## src/rtl/regmap_access_arbiter_if.sv

```systemverilog
// ---------------------------------------------------------------------------
// regmap_access_arbiter_if
// One requester's register-map access channel.
//   req   : request, held high until ack
//   wr    : access type, 1 = write, 0 = read
//   addr  : target cell address
//   wdata : write data
//   ack   : one-cycle completion pulse
//   err   : out-of-range address flag, valid with ack
//   rdata : read data, valid with ack and held until the next read completes
// Modports: master (requester side), slave (arbiter side).
// ---------------------------------------------------------------------------
interface regmap_access_arbiter_if #(
    parameter int ADDR_WIDTH = 8,
    parameter int DATA_WIDTH = 16
);
    logic                  req;
    logic                  wr;
    logic [ADDR_WIDTH-1:0] addr;
    logic [DATA_WIDTH-1:0] wdata;
    logic                  ack;
    logic                  err;
    logic [DATA_WIDTH-1:0] rdata;

    modport master (output req, wr, addr, wdata, input ack, err, rdata);
    modport slave  (input req, wr, addr, wdata, output ack, err, rdata);
endinterface

```

## src/rtl/regmap_access_arbiter.sv

```systemverilog
// ---------------------------------------------------------------------------
// regmap_access_arbiter
// Shares the register-map cell array between master 0 (host) and master 1
// (sequencer). Requests are arbitrated round-robin and serialised; each
// access is decoded into a one-hot cell write enable or a read of the
// addressed cell's readback after RD_LAT cycles.
//   clk_i        : clock
//   rstb_i       : asynchronous active-low reset
//   m0, m1       : requester channels (slave modport)
//   cell_we_o    : one-hot registered write enable to the cells
//   cell_wdata_o : write data broadcast to all cells
//   cell_rdata_i : concatenated readback, cell k at [k*DATA_WIDTH +: DATA_WIDTH]
//   busy_o       : high while an access is in progress
// ---------------------------------------------------------------------------
module regmap_access_arbiter #(
    parameter int NUM_REGS   = 16,
    parameter int ADDR_WIDTH = 8,
    parameter int DATA_WIDTH = 16,
    parameter int RD_LAT     = 1
) (
    input  logic                           clk_i,
    input  logic                           rstb_i,
    regmap_access_arbiter_if.slave         m0,
    regmap_access_arbiter_if.slave         m1,
    output logic [NUM_REGS-1:0]            cell_we_o,
    output logic [DATA_WIDTH-1:0]          cell_wdata_o,
    input  logic [NUM_REGS*DATA_WIDTH-1:0] cell_rdata_i,
    output logic                           busy_o
);

    typedef enum logic [1:0] {IDLE = 2'd0, WR = 2'd1, RD = 2'd2, ACK = 2'd3} state_t;

    state_t                  state_r, state_nxt_s;
    logic                    gnt_r;          // granted master index
    logic                    last_grant_r;   // round-robin pointer
    logic                    wr_r;
    logic [ADDR_WIDTH-1:0]   addr_r;
    logic [3:0]              cnt_r;
    logic [NUM_REGS-1:0]     cell_we_r;
    logic [DATA_WIDTH-1:0]   cell_wdata_r;
    logic                    ack0_r, ack1_r, err0_r, err1_r, busy_r;
    logic [DATA_WIDTH-1:0]   rdata0_r, rdata1_r;

    logic                    grant_s, sel_s, sel_wr_s, done_s, in_range_s;
    logic [ADDR_WIDTH-1:0]   sel_addr_s;
    logic [DATA_WIDTH-1:0]   sel_wdata_s, rd_sel_s;
    logic [NUM_REGS-1:0]     we_dec_s;

    // Request selection: a lone request wins, contention goes to the master not served last.
    always_comb begin
        grant_s = m0.req | m1.req;
        if (m0.req && m1.req) begin
            sel_s = ~last_grant_r;
        end else if (m0.req) begin
            sel_s = 1'b0;
        end else begin
            sel_s = 1'b1;
        end
        if (sel_s) begin
            sel_wr_s    = m1.wr;
            sel_addr_s  = m1.addr;
            sel_wdata_s = m1.wdata;
        end else begin
            sel_wr_s    = m0.wr;
            sel_addr_s  = m0.addr;
            sel_wdata_s = m0.wdata;
        end
    end

    // Address decode: one-hot enable from the incoming address, readback mux from the latched one.
    always_comb begin
        we_dec_s   = '0;
        rd_sel_s   = '0;
        in_range_s = (32'(addr_r) < 32'(NUM_REGS));
        for (int k = 0; k < NUM_REGS; k++) begin
            we_dec_s[k] = (sel_addr_s == ADDR_WIDTH'(k));
            if (addr_r == ADDR_WIDTH'(k)) begin
                rd_sel_s = cell_rdata_i[k*DATA_WIDTH +: DATA_WIDTH];
            end else begin
                rd_sel_s = rd_sel_s;
            end
        end
    end

    // Next-state logic; done_s marks the cycle whose closing edge loads ack/err/rdata.
    always_comb begin
        state_nxt_s = state_r;
        done_s      = 1'b0;
        case (state_r)
            IDLE: begin
                if (grant_s) begin
                    state_nxt_s = sel_wr_s ? WR : RD;
                end else begin
                    state_nxt_s = IDLE;
                end
            end
            WR: begin
                state_nxt_s = ACK;
                done_s      = 1'b1;
            end
            RD: begin
                if (cnt_r == 4'(RD_LAT)) begin
                    state_nxt_s = ACK;
                    done_s      = 1'b1;
                end else begin
                    state_nxt_s = RD;
                end
            end
            ACK:     state_nxt_s = IDLE;
            default: state_nxt_s = IDLE;
        endcase
    end

    // State, latched request fields and all registered outputs.
    always_ff @(posedge clk_i or negedge rstb_i) begin
        if (!rstb_i) begin
            state_r      <= IDLE;
            gnt_r        <= 1'b0;
            last_grant_r <= 1'b1;
            wr_r         <= 1'b0;
            addr_r       <= '0;
            cnt_r        <= 4'd0;
            cell_we_r    <= '0;
            cell_wdata_r <= '0;
            ack0_r       <= 1'b0;
            ack1_r       <= 1'b0;
            err0_r       <= 1'b0;
            err1_r       <= 1'b0;
            rdata0_r     <= '0;
            rdata1_r     <= '0;
            busy_r       <= 1'b0;
        end else begin
            state_r   <= state_nxt_s;
            busy_r    <= (state_nxt_s != IDLE);
            cell_we_r <= '0;
            if (state_r == IDLE && grant_s) begin
                gnt_r        <= sel_s;
                last_grant_r <= sel_s;
                wr_r         <= sel_wr_s;
                addr_r       <= sel_addr_s;
                cnt_r        <= 4'd1;
                if (sel_wr_s) begin
                    // Out-of-range addresses decode to an all-zero enable.
                    cell_we_r    <= we_dec_s;
                    cell_wdata_r <= sel_wdata_s;
                end
            end else if (state_r == RD) begin
                cnt_r <= cnt_r + 4'd1;
            end
            ack0_r <= done_s & ~gnt_r;
            ack1_r <= done_s &  gnt_r;
            err0_r <= done_s & ~gnt_r & ~in_range_s;
            err1_r <= done_s &  gnt_r & ~in_range_s;
            if (done_s && !wr_r) begin
                if (gnt_r) begin
                    rdata1_r <= in_range_s ? rd_sel_s : '0;
                end else begin
                    rdata0_r <= in_range_s ? rd_sel_s : '0;
                end
            end
        end
    end

    assign m0.ack       = ack0_r;
    assign m0.err       = err0_r;
    assign m0.rdata     = rdata0_r;
    assign m1.ack       = ack1_r;
    assign m1.err       = err1_r;
    assign m1.rdata     = rdata1_r;
    assign cell_we_o    = cell_we_r;
    assign cell_wdata_o = cell_wdata_r;
    assign busy_o       = busy_r;

endmodule

```

## src/flat_wrapper.sv

```systemverilog
// flat-port wrapper written by rule: the top's interface ports become plain ports
module regmap_access_arbiter_flat 
#(
    parameter int NUM_REGS   = 16,
    parameter int ADDR_WIDTH = 8,
    parameter int DATA_WIDTH = 16,
    parameter int RD_LAT     = 1
)
  (clk_i, rstb_i, cell_we_o, cell_wdata_o, cell_rdata_i, busy_o, m0_req, m0_wr, m0_addr, m0_wdata, m0_ack, m0_err, m0_rdata, m1_req, m1_wr, m1_addr, m1_wdata, m1_ack, m1_err, m1_rdata);
  regmap_access_arbiter_if #(.ADDR_WIDTH(ADDR_WIDTH), .DATA_WIDTH(DATA_WIDTH)) m0_i ();
  regmap_access_arbiter_if #(.ADDR_WIDTH(ADDR_WIDTH), .DATA_WIDTH(DATA_WIDTH)) m1_i ();
  input  logic clk_i;
  input  logic rstb_i;
  output logic [NUM_REGS-1:0] cell_we_o;
  output logic [DATA_WIDTH-1:0] cell_wdata_o;
  input  logic [NUM_REGS*DATA_WIDTH-1:0] cell_rdata_i;
  output logic busy_o;
  input wire logic [$bits(m0_i.req)-1:0] m0_req;
  input wire logic [$bits(m0_i.wr)-1:0] m0_wr;
  input wire logic [$bits(m0_i.addr)-1:0] m0_addr;
  input wire logic [$bits(m0_i.wdata)-1:0] m0_wdata;
  output wire logic [$bits(m0_i.ack)-1:0] m0_ack;
  output wire logic [$bits(m0_i.err)-1:0] m0_err;
  output wire logic [$bits(m0_i.rdata)-1:0] m0_rdata;
  input wire logic [$bits(m1_i.req)-1:0] m1_req;
  input wire logic [$bits(m1_i.wr)-1:0] m1_wr;
  input wire logic [$bits(m1_i.addr)-1:0] m1_addr;
  input wire logic [$bits(m1_i.wdata)-1:0] m1_wdata;
  output wire logic [$bits(m1_i.ack)-1:0] m1_ack;
  output wire logic [$bits(m1_i.err)-1:0] m1_err;
  output wire logic [$bits(m1_i.rdata)-1:0] m1_rdata;
  assign m0_i.req = m0_req;
  assign m0_i.wr = m0_wr;
  assign m0_i.addr = m0_addr;
  assign m0_i.wdata = m0_wdata;
  assign m0_ack = m0_i.ack;
  assign m0_err = m0_i.err;
  assign m0_rdata = m0_i.rdata;
  assign m1_i.req = m1_req;
  assign m1_i.wr = m1_wr;
  assign m1_i.addr = m1_addr;
  assign m1_i.wdata = m1_wdata;
  assign m1_ack = m1_i.ack;
  assign m1_err = m1_i.err;
  assign m1_rdata = m1_i.rdata;
  regmap_access_arbiter #(.NUM_REGS(NUM_REGS), .ADDR_WIDTH(ADDR_WIDTH), .DATA_WIDTH(DATA_WIDTH), .RD_LAT(RD_LAT)) u_core (.clk_i(clk_i), .rstb_i(rstb_i), .m0(m0_i), .m1(m1_i), .cell_we_o(cell_we_o), .cell_wdata_o(cell_wdata_o), .cell_rdata_i(cell_rdata_i), .busy_o(busy_o));
endmodule
```

## config.mk

```make
export PLATFORM = sky130hd
export DESIGN_NAME = regmap_access_arbiter_flat
export DESIGN_NICKNAME = d
export VERILOG_FILES = /design/src/rtl/regmap_access_arbiter_if.sv /design/src/rtl/regmap_access_arbiter.sv /design/src/flat_wrapper.sv
export SDC_FILE = /design/constraint.sdc
export NUM_CORES = 1
export LEC_CHECK = 0
export ABC_AREA = 1
export CORE_AREA = 2 2 146 148
export DETAILED_ROUTE_END_ITERATION = 8
export DIE_AREA = 0 0 148 150
export PLACE_DENSITY = 0.68
export SYNTH_ARGS = -nofsm -noshare
export SYNTH_HDL_FRONTEND = slang
export SYNTH_SLANG_ARGS = --single-unit
```

## constraint.sdc

```tcl
create_clock -name clk_i -period 2.4 [get_ports clk_i]
set_clock_uncertainty 0.15 [all_clocks]
set_input_delay 0.48 -clock clk_i [delete_from_list [all_inputs] [get_ports clk_i]]
set_output_delay 0.48 -clock clk_i [all_outputs]
set_load 0.05 [all_outputs]
```

---- Word level (Yosys, flattened, before mapping) ----
Cells that the tools add are included.
operators by class
  multiplexer cells ....................... 32
  bitwise gates (word level) .............. 8
  order comparisons ....................... 1
  equal/unequal tests ..................... 34
  $add $sub $neg .......................... 1
  reduce and logical (&&, ||, !) cells .... 12
operators by type and width
  kind                                                 count
  two-way mux 16 bit                                   20
  == test 8 x 4 -> 1 bit (second input constant)       16
  == test 8 x 3 -> 1 bit (second input constant)       8
  == test 8 x 2 -> 1 bit (second input constant)       4
  == test 8 x 1 -> 1 bit (second input constant)       2
  logical NOT 8 bit                                    2
  < comparator 8 x 5 -> 1 bit (second input constant)  1
  two-way mux 4 bit                                    2
  two-way mux 8 bit                                    1
  one-hot mux 2 bit (4 select lines)                   1
  AND reduction 2 bit                                  3
  two-way mux 1 bit                                    5
  adder 4 x 1 -> 4 bit (second input constant)         1
  bitwise AND 1 bit                                    4
  == test 2 bit (second input constant)                2
  == test 4 x 1 -> 1 bit (second input constant)       1
  two-way mux 2 bit                                    2
  nonzero test 2 bit                                   2
  logical AND 1 bit                                    3
  inverter 1 bit                                       3
  == test 2 x 1 -> 1 bit (second input constant)       1
  logical NOT 2 bit                                    1
  one-hot mux 1 bit (2 select lines)                   1
  logical NOT 1 bit                                    1
  bitwise OR 1 bit                                     1
storage, ports and cells
  bits in registers ....................... 86
  input port bits ......................... 310

---- Depth between registers and ports, before layout ----
Gate-level depths: netlist (run 1).
  word-level depth ........................ 18
  depth in mapped cells ................... 16

---- Worst setup path before layout (run 1) ----
Ideal clock, no wire load.
  path type ............................... input-to-reg
  from .................................... in m0_req
  to ...................................... reg u_core.cell_we_r[10], in the netlist u_core.cell_we_o[10]
  stages on the path ...................... 8
  setup slack ............................. 416 ps
  setup time .............................. 87 ps
  required time ........................... 2163 ps
  arrival ................................. 1747 ps
  path through ............................ buf_2 -> nand2_1 -> buf_2 -> mux2i_1 -> nand2_1 -> nor2_1 -> nand4_1 -> nor3_1
between the ends
  longest elaborated chain between the ends .. 6
  elaborated cells between the ends (all ways) .. 10
ends and longest elaborated chain
  element                                                 RTL line                                                  source
  start: declaration                                      flat_wrapper.sv:18                                        input wire logic [$bits(m0_i.req)-1:0] m0_req;
  two-way mux 1 bit or logical AND 1 bit (tied branches)  regmap_access_arbiter.sv:54, regmap_access_arbiter.sv:52
  two-way mux 1 bit                                       regmap_access_arbiter.sv:52                               if (m0.req && m1.req) begin
  two-way mux 8 bit                                       regmap_access_arbiter.sv:59                               if (sel_s) begin
  == test 8 x 4 -> 1 bit                                  regmap_access_arbiter.sv:76                               we_dec_s[k] = (sel_addr_s == ADDR_WIDTH'(k));
  two-way mux 16 bit                                      regmap_access_arbiter.sv:142                              if (sel_wr_s) begin
  two-way mux 16 bit *                                    regmap_access_arbiter.sv:136                              if (state_r == IDLE && grant_s) begin
  end signal: assignment                                  regmap_access_arbiter.sv:144                              cell_we_r <= we_dec_s;
  end: declaration                                        regmap_access_arbiter.sv:39                               logic [NUM_REGS-1:0] cell_we_r;
Every way passes the cells marked *; elsewhere a longest branch is shown, timed or not.
A chain may end at the register's enable or synchronous reset.

---- Worst setup path after layout (run 1) ----
  from .................................... reg u_core.addr_r[3]
  to ...................................... reg u_core.rdata0_r[4], in the netlist u_core.m0.rdata[4]
between the ends
  longest elaborated chain between the ends .. 18
  elaborated cells between the ends (all ways) .. 34
ends and longest elaborated chain
  element                            RTL line                      source
  start: declaration                 regmap_access_arbiter.sv:37   logic [ADDR_WIDTH-1:0] addr_r;
  start signal: assignment           regmap_access_arbiter.sv:140  addr_r <= sel_addr_s;
  logical NOT 8 bit                  regmap_access_arbiter.sv:77   if (addr_r == ADDR_WIDTH'(k)) begin
  two-way mux 16 bit (16 in series)  regmap_access_arbiter.sv:77
  two-way mux 16 bit *               regmap_access_arbiter.sv:158  rdata0_r <= in_range_s ? rd_sel_s : '0;
  end signal: assignment             regmap_access_arbiter.sv:158
  end: declaration                   regmap_access_arbiter.sv:42   logic [DATA_WIDTH-1:0] rdata0_r, rdata1_r;
Marks and branches as above.

==> metrics, run 1 <==
Crit Path Category=flip-flop to flip-flop; Initial DRC Count=between 400 and 500; port bufs=~380; worst reg2reg startpoint=u_core.addr_r[3]; PwrDens=904 nW/µm²; max_slew headroom=0.595; share of layout cells above drive strength 1=0.114; Net Sw Frac=0.463; core area=between 20000 and 25000 µm²; via count=between 7000 and 8000; reg2reg setup slack=about 0.074 ns; Setup crit start kind=flip-flop; post-synth top area share=0.361; TritonCTS Buffers=9; Die H=roughly 150 µm; Clk Latency, worst-skew pair=between 0.3 and 0.4 ns; Post-synth ARST share=1.00; Critical Path Sink Type=flip-flop; Sequential Power Share=0.236; Residual DRC=0; Tightest Pin Transition=a little over 0.6 ns; synth top area cells=dfrtp_1 (36%), nand2_1 (19%), nor2_1 (7.6%); First-pass DRT Iterations=5; Post-Syn Area=5890 µm²; Worst Hold Class=input port to async pin; Max Root-Sink Buffers=2; R2R depth=15; Sw Pwr=approximately 4.6 mW; mux cell area share after synthesis=0.00850; post-synthesis adder-cell area fraction=0.0127; DIE AREA=approximately 22000 µm²; Top FF cell, synth=dfrtp_1; RSZ-0062 raised after global routing=true; Crit Reg-Reg Endpoint=u_core.m0.rdata[4]; fmax=between 400 and 500 MHz; # rows=53; GRT Residual Overflow=0; period utilization=0.969; Fillers=2077; post-route ant nets=0; vias per cell=4.73; Post-synth EDFFs=0; vias in the first global route=about 7500; clock power share=0.162; Initial Util=0.285; sequential share of the synthesized area=0.366; HPWL Detailed=23.9 mm; All-Layer GR Usage=0.251; Syn Inst Count=around 910; xor/xnor share of the synthesized area=0; syn_nets=about 1200; min Tclk post-route=~2.3 ns; Synth Area in Simple Gates=0.435; status=finished clean; H-Tree Depth=3; routability cong.=0.957; root buffer cell=clkbuf_16; placed cells=roughly 1600; internal power=around 5.4 mW; Static Leakage=5.07 nW; largest fanout on the critical path=6; Max Cap Viol=0; routed length per placed instance=between 15 and 20 µm; Gate power share=0.602; Ports=roughly 380; Distinct cells, synth=34; die width=roughly 150 µm; # setup viols final=0; Mean Syn Cell Area=around 6.5 µm²; Reg clk slew, reported paths=~0.060 ns; clk sink count=between 80 and 90; Compound-Gate Fraction of Synth Area=0.0777; Final Hold Vio Count=0; largest net degree at the start of global routing=44; Nets=1658; Syn-to-layout area delta=87.8%; Synth Register Bits=86; initial antenna violation count=10; CP arrival=between 2 and 2.5 ns; cell taking the most area after synthesis=dfrtp_1; fin. max-slew vios=0; Warnings, synthesis=0; most frequent cells in the layout=clkdlybuf4s50_1 (377), nand2_1 (291), nor2_1 (102), inv_1 (97), nand3_1 (85); first-pass GRT wire length=~42 mm; Max IR drop VDD=~750 µV; largest family of logic cells by synthesized area=simple AND/OR/NAND/NOR gates; TritonCTS clock tree=built; fin cells=1629; commonest non-fill, non-tap cell in the layout=clkdlybuf4s50_1; final wirelength=~30 mm; CP required=2.47 ns; total power=between 10 and 15 mW
## power groups by stage
stage          Combinational (mW)  Clock, mW  Sequential [mW]
5_1_grt                      6.44       1.72             2.42
3_3_place_gp                 5.58          0             2.32
4_1_cts                      5.66       1.66             2.32
3_5_place_dp                 5.62          0             2.33
6_report                     6.03       1.62             2.36
2_1_floorplan                1.83          0             3.67
## synthesized netlist by cell type, types with 2 or more instances
cell and number:
inv_1 102, nor2_1 120, mux2i_1 5, nand4_1 46, clkbuf_1 9, buf_2 18
or2_1 2, a21oi_1 40, o21ai_0 20, ha_1 6, buf_6 3, or2_0 3
o31ai_1 16, nor3_1 13, nand3_1 89, or2_2 5, buf_4 4, inv_2 4
nand2_2 4, nor4_1 2, dfrtp_1 85, nand2_1 299, nor2_4 6
## layout make-up
| type | count | area, µm² | area share |
|---|---|---|---|
| Timing Repair Buffer | 454 | 4520 | 0.409 |
| Clock inverter | 5 | 108 | 0.00973 |
| Sequential cell | 86 | 2160 | 0.195 |
| Tap cell | 275 | 344 | 0.0311 |
| Antenna cell | 8 | 20.0 | 0.00181 |
| Inverter | 107 | 408 | 0.0369 |
| Clock buffer | 10 | 239 | 0.0216 |
| Multi-Input combinational cell | 684 | 3260 | 0.295 |
## per-stage QoR
stage | utilization | setup WS, ns | hold slack, ns | area, µm² | setup TNS (ns)
after floorplan | - | 0.416 | 0.0344 | 5890 | 0
after global placement | 0.502 | -0.0466 | 0.294 | 10400 | -0.302
after detailed placement | 0.502 | -0.181 | 0.306 | 10400 | -1.48
after CTS | 0.519 | 0.000353 | 0.0193 | 10700 | 0
after global routing | 0.534 | -0.0478 | 0.0408 | 11100 | -0.232
final | 0.535 | 0.0744 | 0.0000491 | 11100 | 0
## how the worst max path moves through the flow
stage                           from                   end  slack [ns]  depth (start not counted)
floorplan                     m0_req  u_core.cell_we_o[10]        0.42                          8
global placement    u_core.addr_r[2]    u_core.m0.rdata[0]       -0.05                         14
detailed placement            m1_req   u_core.cell_we_o[8]       -0.18                          7
CTS                 u_core.addr_r[3]    u_core.m0.rdata[0]      0.0004                         14
global route        u_core.addr_r[7]    u_core.m1.rdata[5]       -0.05                         15
finish              u_core.addr_r[3]    u_core.m0.rdata[4]        0.07                         15
## flip-flops by register name, summed over array words and instances, names as in the netlist
signal,flops
u_core.m1.rdata,16
u_core.cell_we_o,16
u_core.wr_r,1
u_core.m1.ack,1
u_core.m0.err,1
u_core.m0.ack,1
u_core.addr_r,8
u_core.m0.rdata,16
u_core.state_r,2
u_core.busy_o,1
u_core.m1.err,1
u_core.cnt_r,4
u_core.gnt_r,1
u_core.cell_wdata_o,16
u_core.last_grant_r,1
## per-layer routing
| layer | share of wire | up-vias | global-route usage |
|---|---|---|---|
| li1 | - | 3795 | - |
| met1 | 0.38 | 3459 | 0.285 |
| met2 | 0.49 | 367 | 0.435 |
| met3 | 0.091 | 73 | 0.0832 |
| met4 | 0.040 | 6 | 0.103 |
| met5 | 0.0014 | - | 0 |
## cells by family after synthesis
| logic type | count (synthesis) |
|---|---|
| buf+inv | 142 |
| compound gates | 81 |
| mux | 5 |
| simple gates | 592 |
| flops | 86 |
| fa+ha+maj | 6 |
## timing repair
action / in CTS / in global routing
setup endpoints to repair: 4 / 33
gates resized for setup: 5 / 50
gates cloned: 0 / 2
pin swaps: 3 / 22
hold buffers: 0 / 0
setup buffers: 0 / 14
## worst max-delay path, stage by stage (launching register included)
cell	delay (ns)
dfrtp_2	0.43
inv_4	0.07
nand2_4	0.08
nor2_2	0.05
nand2_4	0.07
buf_6	0.10
clkinvlp_4	0.14
buf_6	0.17
nand2_2	0.06
nand4_1	0.12
nor2_1	0.13
nand4_1	0.13
nor2_2	0.19
nand4_1	0.15
nand3_1	0.11
nand2_1	0.05
Power figures use the tool's default switching activity.
==> inputs of run 2 (changes only) <==
- TNS_END_PERCENT: default -> 20
==> run 2 against run 1 <==
  * The flow now finishes with violations (hold timing)
  * Worst hold slack lost 0.0026 ns
  * First-iteration DRC count increased by 9.2%
  * Clock power hardly changed
  * Flip-flop and latch count did not move
  * Register-to-register slack worse by 0.03 ns
  * Combinational power rose by 2%
  * Core utilization increased by 0.64 points
  * Die area did not move
  * Sequential power barely moved
  * Largest cell class unchanged
==> metrics, run 2 (synthesis gave the netlist of run 1 again) <==
status=complete, but fails checks (was finished clean); failing checks=hold timing; CP top delay family=simple AND/OR/NAND/NOR gates (unchanged); Max Root-Sink Buffers=2 (unchanged); RSZ-0062 raised after global routing=true (unchanged); CP required=2.48 ns (was 2.47 ns); Residual DRC=0 (unchanged); Syn-to-layout area delta=90.1% (was 87.8%); Net Sw Frac=0.463 (about the same); clock power share=0.160 (was 0.162); Reg clk slew, reported paths=0.06 ns (about the same); Ports=379 (unchanged); vias in the first global route=7507 (unchanged); Crit Path Category=flip-flop to flip-flop (unchanged); CP max-delay cell=dfrtp_2 (unchanged); CP Buf/Inv Count=3 (was 4); die width=148 µm (unchanged); post-route ant nets=0 (unchanged); most frequent cells in the layout=clkdlybuf4s50_1 (377), nand2_1 (285), nor2_1 (102), inv_1 (97), nand3_1 (82) (was clkdlybuf4s50_1 (377), nand2_1 (291), nor2_1 (102), inv_1 (97), nand3_1 (85)); Critical Path Max Stage Delay=0.45 ns (was 0.43 ns); HPWL Detailed=23.9 mm (unchanged); core area=20700 µm² (unchanged); final wirelength=29.9 mm (was 29.6 mm); hold_ws=-0.00256 ns (was 0.0000491 ns); Sequential Power Share=0.232 (was 0.236); Critical Path End=u_core.m1.rdata[10] (was u_core.m0.rdata[4]); Critical Path Sink Type=flip-flop (unchanged); Nets=1667 (was 1658); Tightest Pin Transition=0.612 ns (was 0.607 ns); # setup viols final=0 (unchanged); fin. max-slew vios=0 (unchanged); routed length per placed instance=18.2 µm (about the same); Max IR drop VDD=751 µV (about the same); Max Cap Viol=0 (unchanged); root buffer cell=clkbuf_16 (unchanged); Gate power share=0.608 (was 0.602); final setup margin=0.0466 ns (was 0.0744 ns); largest fanout on the critical path=7 (was 6); TritonCTS clock tree=built (unchanged); internal power=5.45 mW (was 5.37 mW); Initial Util=0.285 (unchanged); routability cong.=0.957 (unchanged); Worst Hold Class=input port to async pin (unchanged); First-pass DRT Iterations=5 (unchanged); TritonCTS Buffers=9 (unchanged); fmax=425 MHz (was 430 MHz); Placement Setup Slack=-0.181 ns (unchanged); Setup crit start kind=flip-flop (unchanged); largest net degree at the start of global routing=44 (unchanged); commonest non-fill, non-tap cell in the layout=clkdlybuf4s50_1 (unchanged); CP arrival=2.43 ns (was 2.40 ns); max_slew headroom=0.592 (was 0.595); GRT Residual Overflow=0 (unchanged); Final Hold Vio Count=2 (was 0); Crit Reg-Reg Endpoint=u_core.m1.rdata[10] (was u_core.m0.rdata[4]); worst reg2reg startpoint=u_core.addr_r[0] (was u_core.addr_r[3]); Sw Pwr=4.70 mW (was 4.63 mW); period utilization=0.981 (was 0.969); cells along the critical path=buf_6, nand2_4, nor2_4, buf_4, nand3_1, nand2_1, nor2_1, nand4_1, nand2_2, nand3_1, nor2_1, buf_4, nand3_1, nand2_1, nand3_1, nand3_1, nand2_1 (was inv_4, nand2_4, nor2_2, nand2_4, buf_6, clkinvlp_4, buf_6, nand2_2, nand4_1, nor2_1, nand4_1, nor2_2, nand4_1, nand3_1, nand2_1); initial antenna violation count=10 (unchanged); via count=7759 (was 7700); vias per cell=4.74 (was 4.73); Clk Latency, worst-skew pair=0.33 ns (about the same); share of layout cells above drive strength 1=0.126 (was 0.114); H-Tree Depth=3 (unchanged); PwrDens=907 nW/µm² (was 904 nW/µm²); total power=10.2 mW (was 10.0 mW); clk sink count=86 (unchanged); Post-CTS Hold Fix Bufs=0 (unchanged); # rows=53 (unchanged); reg2reg setup slack=0.05 ns (was 0.07 ns); first-pass GRT wire length=42.1 mm (unchanged); DIE AREA=22200 µm² (unchanged); CP Depth=17 (was 15); R2R depth=17 (was 15); Setup TNS=0 ns (unchanged); Static Leakage=5.13 nW (was 5.07 nW); Critical Path Start=u_core.addr_r[0] (was u_core.addr_r[3]); All-Layer GR Usage=0.251 (unchanged); Initial DRC Count=486 (was 445); min Tclk post-route=2.35 ns (was 2.33 ns); Die H=150 µm (unchanged); port bufs=378 (unchanged); Most common cell on crit path=nand3_1 (was nand4_1)
[run 2: per-stage QoR]
| step | util | hold slack [ns] | area, µm² | std cells |
|---|---|---|---|---|
| CTS | 0.519 | 0.0193 | 10700 | 1605 |
| detailed placement | 0.502 | 0.306 | 10400 | 1590 |
| finish | 0.541 | -0.00256 | 11200 | 1638 |
| global placement | 0.502 | 0.294 | 10400 | 1590 |
| global route | 0.541 | 0.0408 | 11200 | 1636 |
| floorplan | - | 0.0344 | 5890 | 912 |
[run 2: area by class of cell]
class	count	area, µm²
clock buffers	10	239
repair buffers	462	4600
flip-flops and latches	86	2160
inverters	107	410
well taps	275	344
multi-input cells	685	3320
diodes	8	20.0
clock inverters	5	108
fillers	2055	9490
[run 2: worst min path at each step]
stage / endpoint / slack [ns] / depth (start not counted)
after CTS: u_core.m1.rdata[8] / 0.02 / 1
after global routing: u_core.m1.rdata[3] / 0.04 / 1
after detailed placement: u_core.m0.err / 0.31 / 1
after global placement: u_core.m0.err / 0.29 / 1
after floorplan: u_core.addr_r[0] / 0.03 / 0
final: u_core.m0.rdata[3] / -0.003 / 1
[run 2: layer usage]
metal / routed length [µm] / GRT usage / vias up
met5: 40 / 0 / -
met4: 1160 / 0.103 / 6
met3: 2970 / 0.0832 / 67
met2: 14500 / 0.435 / 356
met1: 11200 / 0.285 / 3514
li1: - / - / 3816
[run 2: repair_timing]
action | in CTS | in global routing
pin swaps | 0 | 23
gates resized for setup | 2 | 70
setup buffers | 0 | 21
gates cloned | 0 | 4
endpoints found under the setup margin | 4 | 33
[run 2: power groups by stage]
stage               sequential [mW]  combinational [mW]  clock (mW)
detailed placement             2.33                5.62           0
global placement               2.32                5.58           0
finish                         2.36                6.17        1.62
floorplan                      3.67                1.83           0
global route                   2.42                6.59        1.72
CTS                            2.32                5.65        1.66
[run 2: worst register-to-register path, stage by stage, from the launching register on]
cell	delay, ns
dfrtp_2	0.45
buf_6	0.13
nand2_4	0.08
nor2_4	0.07
buf_4	0.15
nand3_1	0.08
nand2_1	0.05
nor2_1	0.16
nand4_1	0.12
nand2_2	0.12
nand3_1	0.08
nor2_1	0.10
buf_4	0.14
nand3_1	0.08
nand2_1	0.07
nand3_1	0.09
nand3_1	0.08
nand2_1	0.05
